--- config.mk ---
export PLATFORM = sky130hd
export DESIGN_NAME = bcd_scan_display
export DESIGN_NICKNAME = d
export VERILOG_FILES = /design/src/rtl/disp_pkg.sv /design/src/rtl/bcd_seg_decode.sv /design/src/rtl/bcd_scan_display.sv
export SDC_FILE = /design/constraint.sdc
export NUM_CORES = 1
export LEC_CHECK = 0
export BUFFER_PORTS_ARGS = -buffer_cell sky130_fd_sc_hd__buf_2
export CAP_MARGIN = 20
export CORE_ASPECT_RATIO = 1.5
export CORE_MARGIN = 2
export CORE_UTILIZATION = 35
export DETAILED_ROUTE_END_ITERATION = 8
export PLACE_DENSITY = 0.55
export SYNTH_ARGS = -nofsm -noshare
export SYNTH_HDL_FRONTEND = slang
export SYNTH_SLANG_ARGS = --single-unit
export TNS_END_PERCENT = 20
--- constraint.sdc ---
create_clock -name i_clk -period 2.55 [get_ports i_clk]
set_clock_uncertainty 0.05 [all_clocks]
set_input_delay 0.255 -clock i_clk [delete_from_list [all_inputs] [get_ports i_clk]]
set_output_delay 0.255 -clock i_clk [all_outputs]
set_load 0.02 [all_outputs]
--- src/rtl/disp_pkg.sv ---
// ============================================================================
// disp_pkg : segment types, glyph constants and BCD-to-7-segment decode table
// Revision : 1.0
// ============================================================================
`default_nettype none

package disp_pkg;

   typedef logic [6:0] t_seg;

   // Segment order is {g,f,e,d,c,b,a}, active-low
   localparam t_seg SEG_BLANK = 7'h7F;
   localparam t_seg SEG_MINUS = 7'b0111111;

   function automatic t_seg bcd_to_seg(input logic [3:0] bcd);
      t_seg seg;
      case (bcd)
         4'd0:    seg = 7'b1000000;
         4'd1:    seg = 7'b1111001;
         4'd2:    seg = 7'b0100100;
         4'd3:    seg = 7'b0110000;
         4'd4:    seg = 7'b0011001;
         4'd5:    seg = 7'b0010010;
         4'd6:    seg = 7'b0000010;
         4'd7:    seg = 7'b1111000;
         4'd8:    seg = 7'b0000000;
         4'd9:    seg = 7'b0010000;
         default: seg = SEG_MINUS;
      endcase
      return seg;
   endfunction

endpackage

`default_nettype wire

--- src/rtl/bcd_seg_decode.sv ---
// ============================================================================
// bcd_seg_decode : combinational BCD digit to active-low 7-segment pattern
// Revision       : 1.0
// ============================================================================
`default_nettype none

module bcd_seg_decode
   import disp_pkg::*;
(
   input  logic [3:0] i_bcd,
   output t_seg       o_seg
);

   assign o_seg = bcd_to_seg(i_bcd);

endmodule

`default_nettype wire

--- src/rtl/bcd_scan_display.sv ---
// ============================================================================
// bcd_scan_display : latches a 4-digit BCD word and scans it onto a
//                    common-anode 7-segment display with guard and blanking
// Revision         : 1.0
// ============================================================================
`default_nettype none

module bcd_scan_display
   import disp_pkg::*;
#(
   parameter int DIGIT_CYCLES = 50000,
   parameter int GUARD_CYCLES = 2
)(
   input  logic       i_clk,
   input  logic       i_rst,
   input  logic       i_load,
   input  logic [3:0] i_bcd [3:0],
   input  logic [3:0] i_dp,
   input  logic       i_lz_blank,
   output logic [3:0] o_an,
   output logic [6:0] o_seg,
   output logic       o_dp
);

   localparam int TICK_W = (DIGIT_CYCLES > 1) ? $clog2(DIGIT_CYCLES) : 1;
   localparam logic [TICK_W-1:0] TICK_LAST  = TICK_W'(DIGIT_CYCLES - 1);
   localparam logic [TICK_W-1:0] GUARD_LIM  = TICK_W'(GUARD_CYCLES);

   logic [TICK_W-1:0] tick_q,  tick_d;
   logic [1:0]        digit_q, digit_d;
   logic [3:0]        shadow_q [3:0];
   logic [3:0]        shadow_d [3:0];
   logic [3:0]        shadow_dp_q, shadow_dp_d;
   logic [3:0]        an_q,  an_d;
   t_seg              seg_q, seg_d;
   logic              dp_q,  dp_d;

   logic [3:0]        w_cur_bcd;
   t_seg              w_dec_seg;
   logic [3:0]        w_blank;
   logic              w_zero_run;
   logic              w_guard;

   // Shadow register: captured on the load strobe, held otherwise
   always_comb begin
      shadow_d    = shadow_q;
      shadow_dp_d = shadow_dp_q;
      if (i_load) begin
         shadow_d    = i_bcd;
         shadow_dp_d = i_dp;
      end
   end

   // Free-running slot counter; the load path never touches the scan
   always_comb begin
      tick_d  = tick_q + 1'b1;
      digit_d = digit_q;
      if (tick_q == TICK_LAST) begin
         tick_d  = '0;
         digit_d = digit_q + 2'd1;
      end
   end

   // A digit is blanked only while every digit from it upwards is a bare zero
   always_comb begin
      w_blank    = 4'b0000;
      w_zero_run = i_lz_blank;
      for (int k = 3; k >= 1; k--) begin
         w_zero_run = w_zero_run && (shadow_q[k] == 4'd0) && !shadow_dp_q[k];
         w_blank[k] = w_zero_run;
      end
   end

   assign w_cur_bcd = shadow_q[digit_q];
   assign w_guard   = (tick_q < GUARD_LIM);

   bcd_seg_decode u_seg_decode (
      .i_bcd (w_cur_bcd),
      .o_seg (w_dec_seg)
   );

   always_comb begin
      an_d  = 4'b1111;
      seg_d = SEG_BLANK;
      dp_d  = 1'b1;
      if (!w_guard && !w_blank[digit_q]) begin
         an_d  = ~(4'b0001 << digit_q);
         seg_d = w_dec_seg;
         dp_d  = ~shadow_dp_q[digit_q];
      end
   end

   always_ff @(posedge i_clk or posedge i_rst) begin
      if (i_rst) begin
         tick_q      <= '0;
         digit_q     <= 2'd0;
         shadow_dp_q <= 4'b0000;
         for (int k = 0; k < 4; k++) begin
            shadow_q[k] <= 4'd0;
         end
         an_q        <= 4'b1111;
         seg_q       <= SEG_BLANK;
         dp_q        <= 1'b1;
      end else begin
         tick_q      <= tick_d;
         digit_q     <= digit_d;
         shadow_dp_q <= shadow_dp_d;
         for (int k = 0; k < 4; k++) begin
            shadow_q[k] <= shadow_d[k];
         end
         an_q        <= an_d;
         seg_q       <= seg_d;
         dp_q        <= dp_d;
      end
   end

   assign o_an  = an_q;
   assign o_seg = seg_q;
   assign o_dp  = dp_q;

endmodule

`default_nettype wire

==> run_results.csv, run 1 <==
group,metric,value,unit
critical_path,path_max_fanout,10,
timing,fin_tns_setup,0,ns
yosys,synth_common_cells,"dfrtp_1 (38), mux2_2 (21), nand3_1 (16)",
yosys,syn_area_per_cell,12.6,µm²
layout,final_layout_size_suffix_gt1_frac,0.400,
timing,final_max_slew_viol_count,0,
place,place_ws,0.499,ns
global_route,grt_overflow,0,
place,port_buffers,35,
critical_path,cpMostUsedCell,"inv_1",
die,die_w,71.8,µm
critical_path,path_class,"flop to flop",
yosys,synth_most_common_cell,"dfrtp_1",
yosys,syn-num-nets,226,
clock_network,clk-insertion-delay-late,0.30,ns
critical_path,cp_cell_sequence,"mux4_2, inv_1, ha_1, inv_1, or3_1, nand3_1",
global_route,antenna_found_initial,0,
layout,final_nets,263,
pwr,power_density,570,mW/mm²
routing,wl_met1,1800,µm
timing,fin_crit,2.07,ns
global_route,grt_max_degree,51,
yosys,netlist.area_leader.share,0.394,
min_path,hp-class,"primary input to asynchronous set/reset pin",
yosys,yosysTopAreaCell,"dfrtp_1",
timing,timing.hold.ws,0.0498,ns
routing,highest_layer,"met4",
clock_network,cts_tree,"yes",
critical_path,slowest_delay,0.61,ns
routing,drtIter0Drc,67,
clock_network,clockBufferDepth,2,
critical_path,worstReg2RegStart,"digit_q[1]",
critical_path,worstReg2RegEnd,"o_seg[2]",
clock_network,ctsHoldBuffers,0,
die,io_pins,36,
critical_path,crit_end,"o_seg[2]",
critical_path,critPathLaunch,"digit_q[1]",
clock_network,post_cts_buffers,0,
layout,area_delta_synth_final,14.0,%
die,num_rows,37,
critical_path,reg2reg_depth,6,
timing,setup_viol,0,
die,dieHeight,106,µm
timing,slew_headroom,0.558,
clock_network,path_clk_slew,0.09,ns
layout,antenna_cells,0,
place,place_congestion,0.800,
clock_network,cts-root-buf,"clkbuf_8",
clock_network,cts.sinks,50,
clock_network,ctsResizeCount,0,
place,dp_hpwl,3100,µm
critical_path,worstPathArrival,2.26,ns
die,core_region_area,0.00676,mm²
run_status,status,"finished, final reports clean",
layout,final_area,0.00275,mm²
timing,rsz0062_at_grt,"false",
layout,fill_cells,664,
yosys,syn-cell-area,0.00241,mm²
critical_path,crit_path_end_kind,"flop",
yosys,ys_seq_area_frac,0.524,
routing,post_drt_wl_per_cell,13.5,µm
routing,vias,1547,
critical_path,cp.required,2.74,ns
routing,wl_met2,2060,µm
yosys,synth_edf_count,0,
clock_network,cts-htree-levels,2,
job,cap_violations,0,
global_route,grt_pass1_vias,1532,
yosys,synthCells,192,
die,dieArea,0.00759,mm²
pwr,ir_drop,0.000343,V
routing,vias_per_cell,5.02,
yosys,ys.warnings.count,0,
place,place_area,0.00265,mm²
critical_path,crit_slowest_cell,"mux4_2",
critical_path,r2r_slack,0.48,ns
yosys,ys_types,42,
pwr,power,0.00157,W
pwr,p_leak,1.23,nW
routing,drtPass1Iterations,4,
global_route,grt_first_pass_wirelength,7040,µm
die,initial_core_util,0.357,
timing,tightest_slew,0.658,ns
yosys,ys.flop_type,"dfrtp_1",
timing,hold_viol,0,
yosys,async_flop_share,1.00,
routing,wl_met3,221,µm
timing,final.period_utilization,0.812,
clock_network,numCtsBuffers,5,
timing,layout_setup_ws,0.478,ns
routing,drc,0,
timing,max_freq,0.483,GHz
critical_path,start_kind,"flop",
yosys,ys_ff_latch,50,
global_route,grtUsageTotal,0.119,
routing,ant_nets,0,
yosys,yosys-top-cells-area,"dfrtp_1 (39%), dfstp_2 (13%), mux2_2 (9.8%), ha_1 (5.2%), mux4_2 (4.7%)",
routing,drt-total-wl,4170,µm
[worst max-delay path: cells and delay by family, from the launching register on]
kind,cells,cell delay (ns)
adder cells (fa/ha/maj),1,0.15
flip-flops,1,0.60
multiplexers,1,0.61
buffers and inverters,2,0.17
AND/OR/NAND/NOR,2,0.43
[flip-flops by register name, indices dropped and copies added (netlist names)]
signal	count
o_an	4
o_seg	7
shadow_q	16
digit_q	2
tick_q	16
shadow_dp_q	4
o_dp	1
[kinds of logic after synthesis]
group / count (synthesis) / share of synthesized area
and+or+nand+nor: 62 / 0.156
DFF: 50 / 0.524
muxes: 26 / 0.145
buffers and inverters: 16 / 0.0332
AOI/OAI and AO/OA: 15 / 0.0430
xor gates and xnor gates: 13 / 0.0472
adders and majority gates: 10 / 0.0518
[worst min-delay path by stage]
stage,start,end,slack [ns],cells past startpoint
floorplan,i_dp[0],shadow_dp_q[0],0.36,1
global placement,i_rst,shadow_q[8],0.40,3
detailed placement,i_rst,shadow_q[0],0.41,3
CTS,i_rst,tick_q[11],0.08,3
global route,i_rst,tick_q[13],0.10,3
finish,i_rst,tick_q[11],0.05,3
[metrics by stage]
| step | utilization | std cells |
|---|---|---|
| after floorplan | - | 192 |
| after global placement | 0.392 | 300 |
| after detailed placement | 0.392 | 300 |
| after CTS | 0.407 | 308 |
| after global routing | 0.407 | 308 |
| final | 0.407 | 308 |
[layout by cell type, fill, tap and decap left out, types with 3 or more instances in the layout]
master and count:
xor2_1 7, clkbuf_8 7, ha_1 10, mux4_2 5
nor3_1 4, buf_2 35, nor2_1 11, inv_1 9
and3_1 3, nand3_1 16, xnor2_1 6, a21oi_1 3
nor4_1 5, mux2_2 21, dfstp_2 12, dfrtp_1 38
nand4_1 5
[metal layers]
layer | GRT usage | vias up
li1 | - | 755
met1 | 0.151 | 746
met2 | 0.190 | 39
met3 | 0.0287 | 7
met4 | 0.0512 | 0
met5 | 0 | -
[report_power, final]
part           switching [W]  internal (W)
sequential         0.0000279      0.000858
clock               0.000253      0.000244
combinational      0.0000998     0.0000884
total               0.000380       0.00119
[final cells by class]
cell class                      instances  area [µm²]  area share
Multi-Input combinational cell        126        1070       0.388
Clock inverter                          1        3.75     0.00136
Timing Repair Buffer                   36         183      0.0664
Sequential cell                        50        1270       0.460
Inverter                               10        37.5      0.0136
Clock buffer                            7        96.3      0.0350
Tap cell                               78        97.6      0.0355
Power figures use the tool's default switching activity.
==> inputs of run 2 (changes only) <==
Settings changed: PLACE_DENSITY 0.55 to 0.57.
Clock period 2.55 ns to 1.8 ns, I/O delays scaled along.
==> run 2 against run 1 <==
Compared with the run above: global-route usage is 1.4 points higher; cell count is 5.5% higher; clock-buffer cell count is 2 lower; sequential share of layout area is 2.8 points lower; core utilization is 2.7 points higher; die area stayed put; sequential power is 42% higher; flip-flop and latch count stayed put; final area is 6.6% higher.
==> run_results.csv, run 2 (synthesized netlist as in run 1, its figures left out) <==
group,metric,value,unit
layout,final_area,0.00293,mm²
critical_path,start_kind,"flop",
place,place_area,0.00280,mm²
critical_path,cp.required,1.99,ns
routing,drtPass1Iterations,4,
routing,ant_nets,0,
layout,fill_cells,651,
global_route,grtUsageMet2,0.208,
job,cap_violations,0,
layout,postLayoutCoreUtil,0.434,
global_route,use_met1,0.179,
timing,setup_viol,0,
pwr,p_leak,1.31,nW
place,place_congestion,0.785,
layout,area_delta_synth_final,21.5,%
global_route,gr-usage-met3,0.0277,
clock_network,cts-root-buf,"clkbuf_8",
clock_network,post_cts_buffers,0,
critical_path,slowest_delay,0.56,ns
global_route,grt_first_pass_wirelength,7960,µm
clock_network,numCtsBuffers,5,
global_route,antenna_found_initial,0,
critical_path,cp_cell_sequence,"mux4_2, inv_2, ha_4, inv_2, or3_1, nand3_1",
critical_path,path_class,"flop to flop",
global_route,grt_pass1_vias,1654,
die,io_pins,36,
layout,layout_commonest_cell,"dfrtp_1",
layout,antenna_cells,0,
clock_network,cts.sinks,50,
timing,final_max_slew_viol_count,0,
pwr,ir_drop,0.000672,V
routing,vias_per_cell,5.03,
die,dieArea,0.00759,mm²
critical_path,crit_path_end_kind,"flop",
timing,hold_viol,0,
timing,max_freq,0.578,GHz
routing,drtIter0Drc,58,
clock_network,cts-htree-levels,2,
routing,drt-total-wl,4450,µm
layout,mostFrequentLayoutCells,"dfrtp_1 (36), buf_2 (35), mux2_2 (21)",
die,initial_core_util,0.357,
global_route,grtUsageTotal,0.133,
die,num_rows,37,
timing,rsz0062_at_grt,"true",
critical_path,worstPathArrival,1.93,ns
clock_network,clockBufferDepth,2,
clock_network,cts_tree,"yes",
global_route,gr-max-usage-layer,"met2",
critical_path,crit_slowest_cell,"mux4_2",
die,dieHeight,106,µm
min_path,hp-class,"primary input to flop",
timing,final.period_utilization,0.961,
critical_path,cpMostUsedCell,"inv_2",
timing,tightest_slew,0.440,ns
clock_network,path_clk_slew,0.10,ns
clock_network,clk-insertion-delay-late,0.30,ns
place,dp_hpwl,3380,µm
pwr,power_density,794,mW/mm²
run_status,status,"finished, final reports clean",
global_route,grt_overflow,0,
place,port_buffers,35,
die,core_region_area,0.00676,mm²
critical_path,path_max_fanout,4,
global_route,grt_max_degree,32,
routing,post_drt_wl_per_cell,13.7,µm
die,die_w,71.8,µm
timing,slew_headroom,0.706,
routing,drc,0,
timing,fin_crit,1.73,ns
routing,vias,1636,
layout,final_layout_size_suffix_gt1_frac,0.474,
layout,final_nets,280,
run 2: changes by cell type in the layout (fill, tap and decap cells not counted), sizes merged:
cell	before	now
clkbuf	7	5
bufinv	0	1
buf	36	52
inv	10	11
dlygate4sd3	0	1
run 2: power by group:
part	leakage, nW	switching, W	internal, W	total [W]
Clock	0.0562	0.000378	0.000415	0.000792
Combinational	0.660	0.000149	0.000134	0.000283
Sequential	0.593	0.0000404	0.00121	0.00126
Total	1.31	0.000567	0.00176	0.00233
run 2: layout make-up:
| type | instances | area, µm² | area share |
|---|---|---|---|
| flip-flops and latches | 50 | 1270 | 0.432 |
| multi-input cells | 126 | 1090 | 0.373 |
| repair buffers | 53 | 325 | 0.111 |
| well taps | 78 | 97.6 | 0.0333 |
| clock buffers | 5 | 68.8 | 0.0235 |
| clock inverters | 3 | 42.5 | 0.0145 |
| inverters | 10 | 37.5 | 0.0128 |
run 2: what timing repair did:
item                       in CTS  in global routing
resized for setup               0                  6
setup endpoints to repair       1                 21
pin swaps                       1                  0
hold buffers                    1                  0
hold endpoints to repair       19                  0
run 2: worst paths after layout:
kind	start	endpoint	slack, ns	depth (start not counted)
hold / removal	i_bcd[10]	shadow_q[10]	0.05	2
max in group asynchronous	i_rst	o_an[0]	0.75	4
hold reg to reg	shadow_q[1]	shadow_q[1]	0.46	1
setup reg to reg	digit_q[1]	o_seg[2]	0.07	6
setup / recovery	digit_q[1]	o_seg[2]	0.07	6
min in group asynchronous	i_rst	tick_q[14]	0.36	3
run 2: metal layers:
layer / share of wire / wire length (µm) / vias up
li1: - / - / 791
met1: 0.45 / 2010 / 807
met2: 0.50 / 2210 / 33
met3: 0.039 / 172 / 5
met4: 0.014 / 63 / 0
met5: 0 / 0 / -
run 2: through the flow:
stage / std cells / setup slack [ns] / power, W / hold WS [ns] / TNS, ns
after global placement: 316 / 0.0577 / 0.00156 / 0.169 / 0
after CTS: 325 / 0.00901 / 0.00237 / 0.0402 / 0
after detailed placement: 316 / 0.0244 / 0.00156 / 0.171 / 0
after global routing: 325 / -0.0498 / 0.00246 / 0.0348 / -0.141
after floorplan: 192 / -0.00666 / 0.00146 / 0.282 / -0.00666
final: 325 / 0.0694 / 0.00233 / 0.0497 / 0
run 2: worst max-delay path: cells and delay by family, from the launching register on:
family | cells | cell delay, ns
buffers and inverters | 2 | 0.14
adders and majority gates | 1 | 0.13
DFF | 1 | 0.42
and+or+nand+nor | 2 | 0.39
muxes | 1 | 0.56
==> inputs of run 3 (changes only) <==
Settings changed: CTS_BUF_LIST from default to sky130_fd_sc_hd__clkbuf_4 sky130_fd_sc_hd__clkbuf_8, PLACE_DENSITY 0.57 to default.
==> run 3 against run 2 <==
Compared with the run above: routed wire length grew 2.6%; cell count grew 0.31%; setup slack lost 0.0058 ns; via count shrank 0.49%; global-route usage grew 0.14 points; clock power shrank 18%; core utilization shrank 0.31 points; sequential share of layout area grew 0.32 points; clock-buffer cell count grew 1; register-to-register slack is essentially flat; critical path depth is the same; power shrank 5.9%.
==> run_results.csv, run 3 (synthesized netlist as in run 1, its figures left out) <==
group,metric,value,unit
clock_network,clockBufferDepth,2,
critical_path,path_max_fanout,4,
clock_network,clk-insertion-delay-late,0.30,ns
layout,mostFrequentLayoutCells,"dfrtp_1 (36), buf_2 (35), mux2_2 (21)",
critical_path,worstPathArrival,1.94,ns
routing,drc,0,
die,dieArea,0.00759,mm²
critical_path,cp_num_cells,6,
run_status,status,"finished, final reports clean",
pwr,p_leak,1.31,nW
critical_path,start_kind,"flop",
routing,wl_met3,171,µm
critical_path,worstReg2RegEnd,"o_seg[2]",
critical_path,crit_end,"o_seg[2]",
layout,postLayoutCoreUtil,0.431,
timing,slew_headroom,0.670,
critical_path,worstReg2RegStart,"digit_q[1]",
layout,antenna_cells,0,
place,place_ws,-0.0218,ns
timing,max_freq,0.576,GHz
place,port_buffers,35,
timing,tightest_slew,0.494,ns
timing,layout_setup_ws,0.0636,ns
layout,fin_cells,326,
timing,rsz0062_at_grt,"true",
layout,final_nets,281,
critical_path,critPathLaunch,"digit_q[1]",
routing,drt-total-wl,4570,µm
layout,final_layout_size_suffix_gt1_frac,0.476,
timing,final.period_utilization,0.965,
routing,highest_layer,"met4",
routing,post_drt_wl_per_cell,14.0,µm
critical_path,slowest_delay,0.57,ns
timing,hold_viol,0,
pwr,power,0.00219,W
critical_path,reg2reg_depth,6,
place,dp_hpwl,3410,µm
layout,multi_input_area,0.00109,mm²
routing,drtIter0Drc,38,
global_route,grtUsageTotal,0.134,
clock_network,cts-htree-levels,2,
clock_network,path_clk_slew,0.09,ns
layout,area_delta_synth_final,20.6,%
die,io_pins,36,
clock_network,numCtsBuffers,5,
routing,wl_met2,2280,µm
layout,ff_latch_area,0.00127,mm²
die,num_rows,37,
clock_network,cts_tree,"yes",
critical_path,critical-path-top-delay-family,"multiplexers",
timing,timing.hold.ws,0.0461,ns
global_route,grt_max_degree,30,
routing,ant_nets,0,
place,dp.cells,316,
routing,wl_met1,2020,µm
routing,vias_per_cell,4.99,
layout,fill_cells,656,
min_path,hp-class,"primary input to flop",
place,place_congestion,0.761,
clock_network,cts.sinks,50,
global_route,grt_pass1_vias,1696,
timing,final_max_slew_viol_count,0,
die,dieHeight,106,µm
timing,setup_viol,0,
routing,drtPass1Iterations,4,
global_route,grt_first_pass_wirelength,7940,µm
critical_path,cp_cell_sequence,"mux4_2, inv_2, ha_4, inv_2, or3_1, nand3_1",
die,die_w,71.8,µm
pwr,power_density,753,mW/mm²
timing,fin_crit,1.74,ns
job,cap_violations,0,
die,core_region_area,0.00676,mm²
critical_path,path_buf_inv,2,
global_route,grt_overflow,0,
critical_path,cpMostUsedCell,"inv_2",
critical_path,path_class,"flop to flop",
critical_path,crit_path_end_kind,"flop",
global_route,antenna_found_initial,0,
critical_path,cp.required,2.00,ns
pwr,ir_drop,0.000592,V
routing,vias,1628,
critical_path,r2r_slack,0.06,ns
critical_path,crit_slowest_cell,"mux4_2",
layout,layout_commonest_cell,"dfrtp_1",
die,initial_core_util,0.357,
clock_network,cts-root-buf,"clkbuf_8",
-- run 3: final cells by class --
class | count | area share
multi-input combinational | 126 | 0.374
clock buffer | 6 | 0.0262
inverter | 10 | 0.0129
sequential | 50 | 0.436
tap | 78 | 0.0335
timing repair buffer | 54 | 0.114
clock inverter | 2 | 0.00344
-- run 3: worst register-to-register path, stage by stage (launching register included) --
cell	delay (ns)
dfrtp_2	0.42
mux4_2	0.57
inv_2	0.12
ha_4	0.12
inv_2	0.03
or3_1	0.29
nand3_1	0.08
-- run 3: worst min-delay path by stage --
| stage | startpoint | to | slack (ns) | depth (start not counted) |
|---|---|---|---|---|
| 6_report | i_bcd[5] | shadow_q[5] | 0.05 | 2 |
| 5_1_grt | i_bcd[6] | shadow_q[6] | 0.04 | 2 |
| 4_1_cts | i_bcd[0] | shadow_q[0] | 0.03 | 2 |
| 3_5_place_dp | i_rst | shadow_dp_q[2] | 0.18 | 2 |
| 3_3_place_gp | i_rst | shadow_dp_q[2] | 0.18 | 2 |
| 2_1_floorplan | i_dp[0] | shadow_dp_q[0] | 0.28 | 1 |
-- run 3: report_power, final --
part           total [W]  switching, W  leakage [nW]  internal [W]
sequential       0.00126     0.0000411         0.593       0.00121
clock           0.000651      0.000366        0.0484      0.000285
combinational   0.000286      0.000150         0.665      0.000136
total            0.00219      0.000556          1.31       0.00164
-- run 3: per-layer routing --
layer / GRT usage / vias up
met4: 0.0620 / 0
met1: 0.163 / 797
met5: 0 / -
li1: - / 794
met2: 0.224 / 30
met3: 0.0287 / 7
-- run 3: through the flow --
stage | TNS (ns) | cell area, µm²
3_5_place_dp | -0.0233 | 2800
5_1_grt | -0.0141 | 2910
3_3_place_gp | 0 | 2800
6_report | 0 | 2910
2_1_floorplan | -0.00666 | 2430
4_1_cts | 0 | 2900
-- run 3: repair_timing --
action                                  4_1_cts  5_1_grt
endpoints found under the hold margin        18        0
pin swaps                                     2        1
gates resized for setup                       0        5
endpoints found under the setup margin        2       20
hold buffers                                  1        0
setup buffers                                 1        0
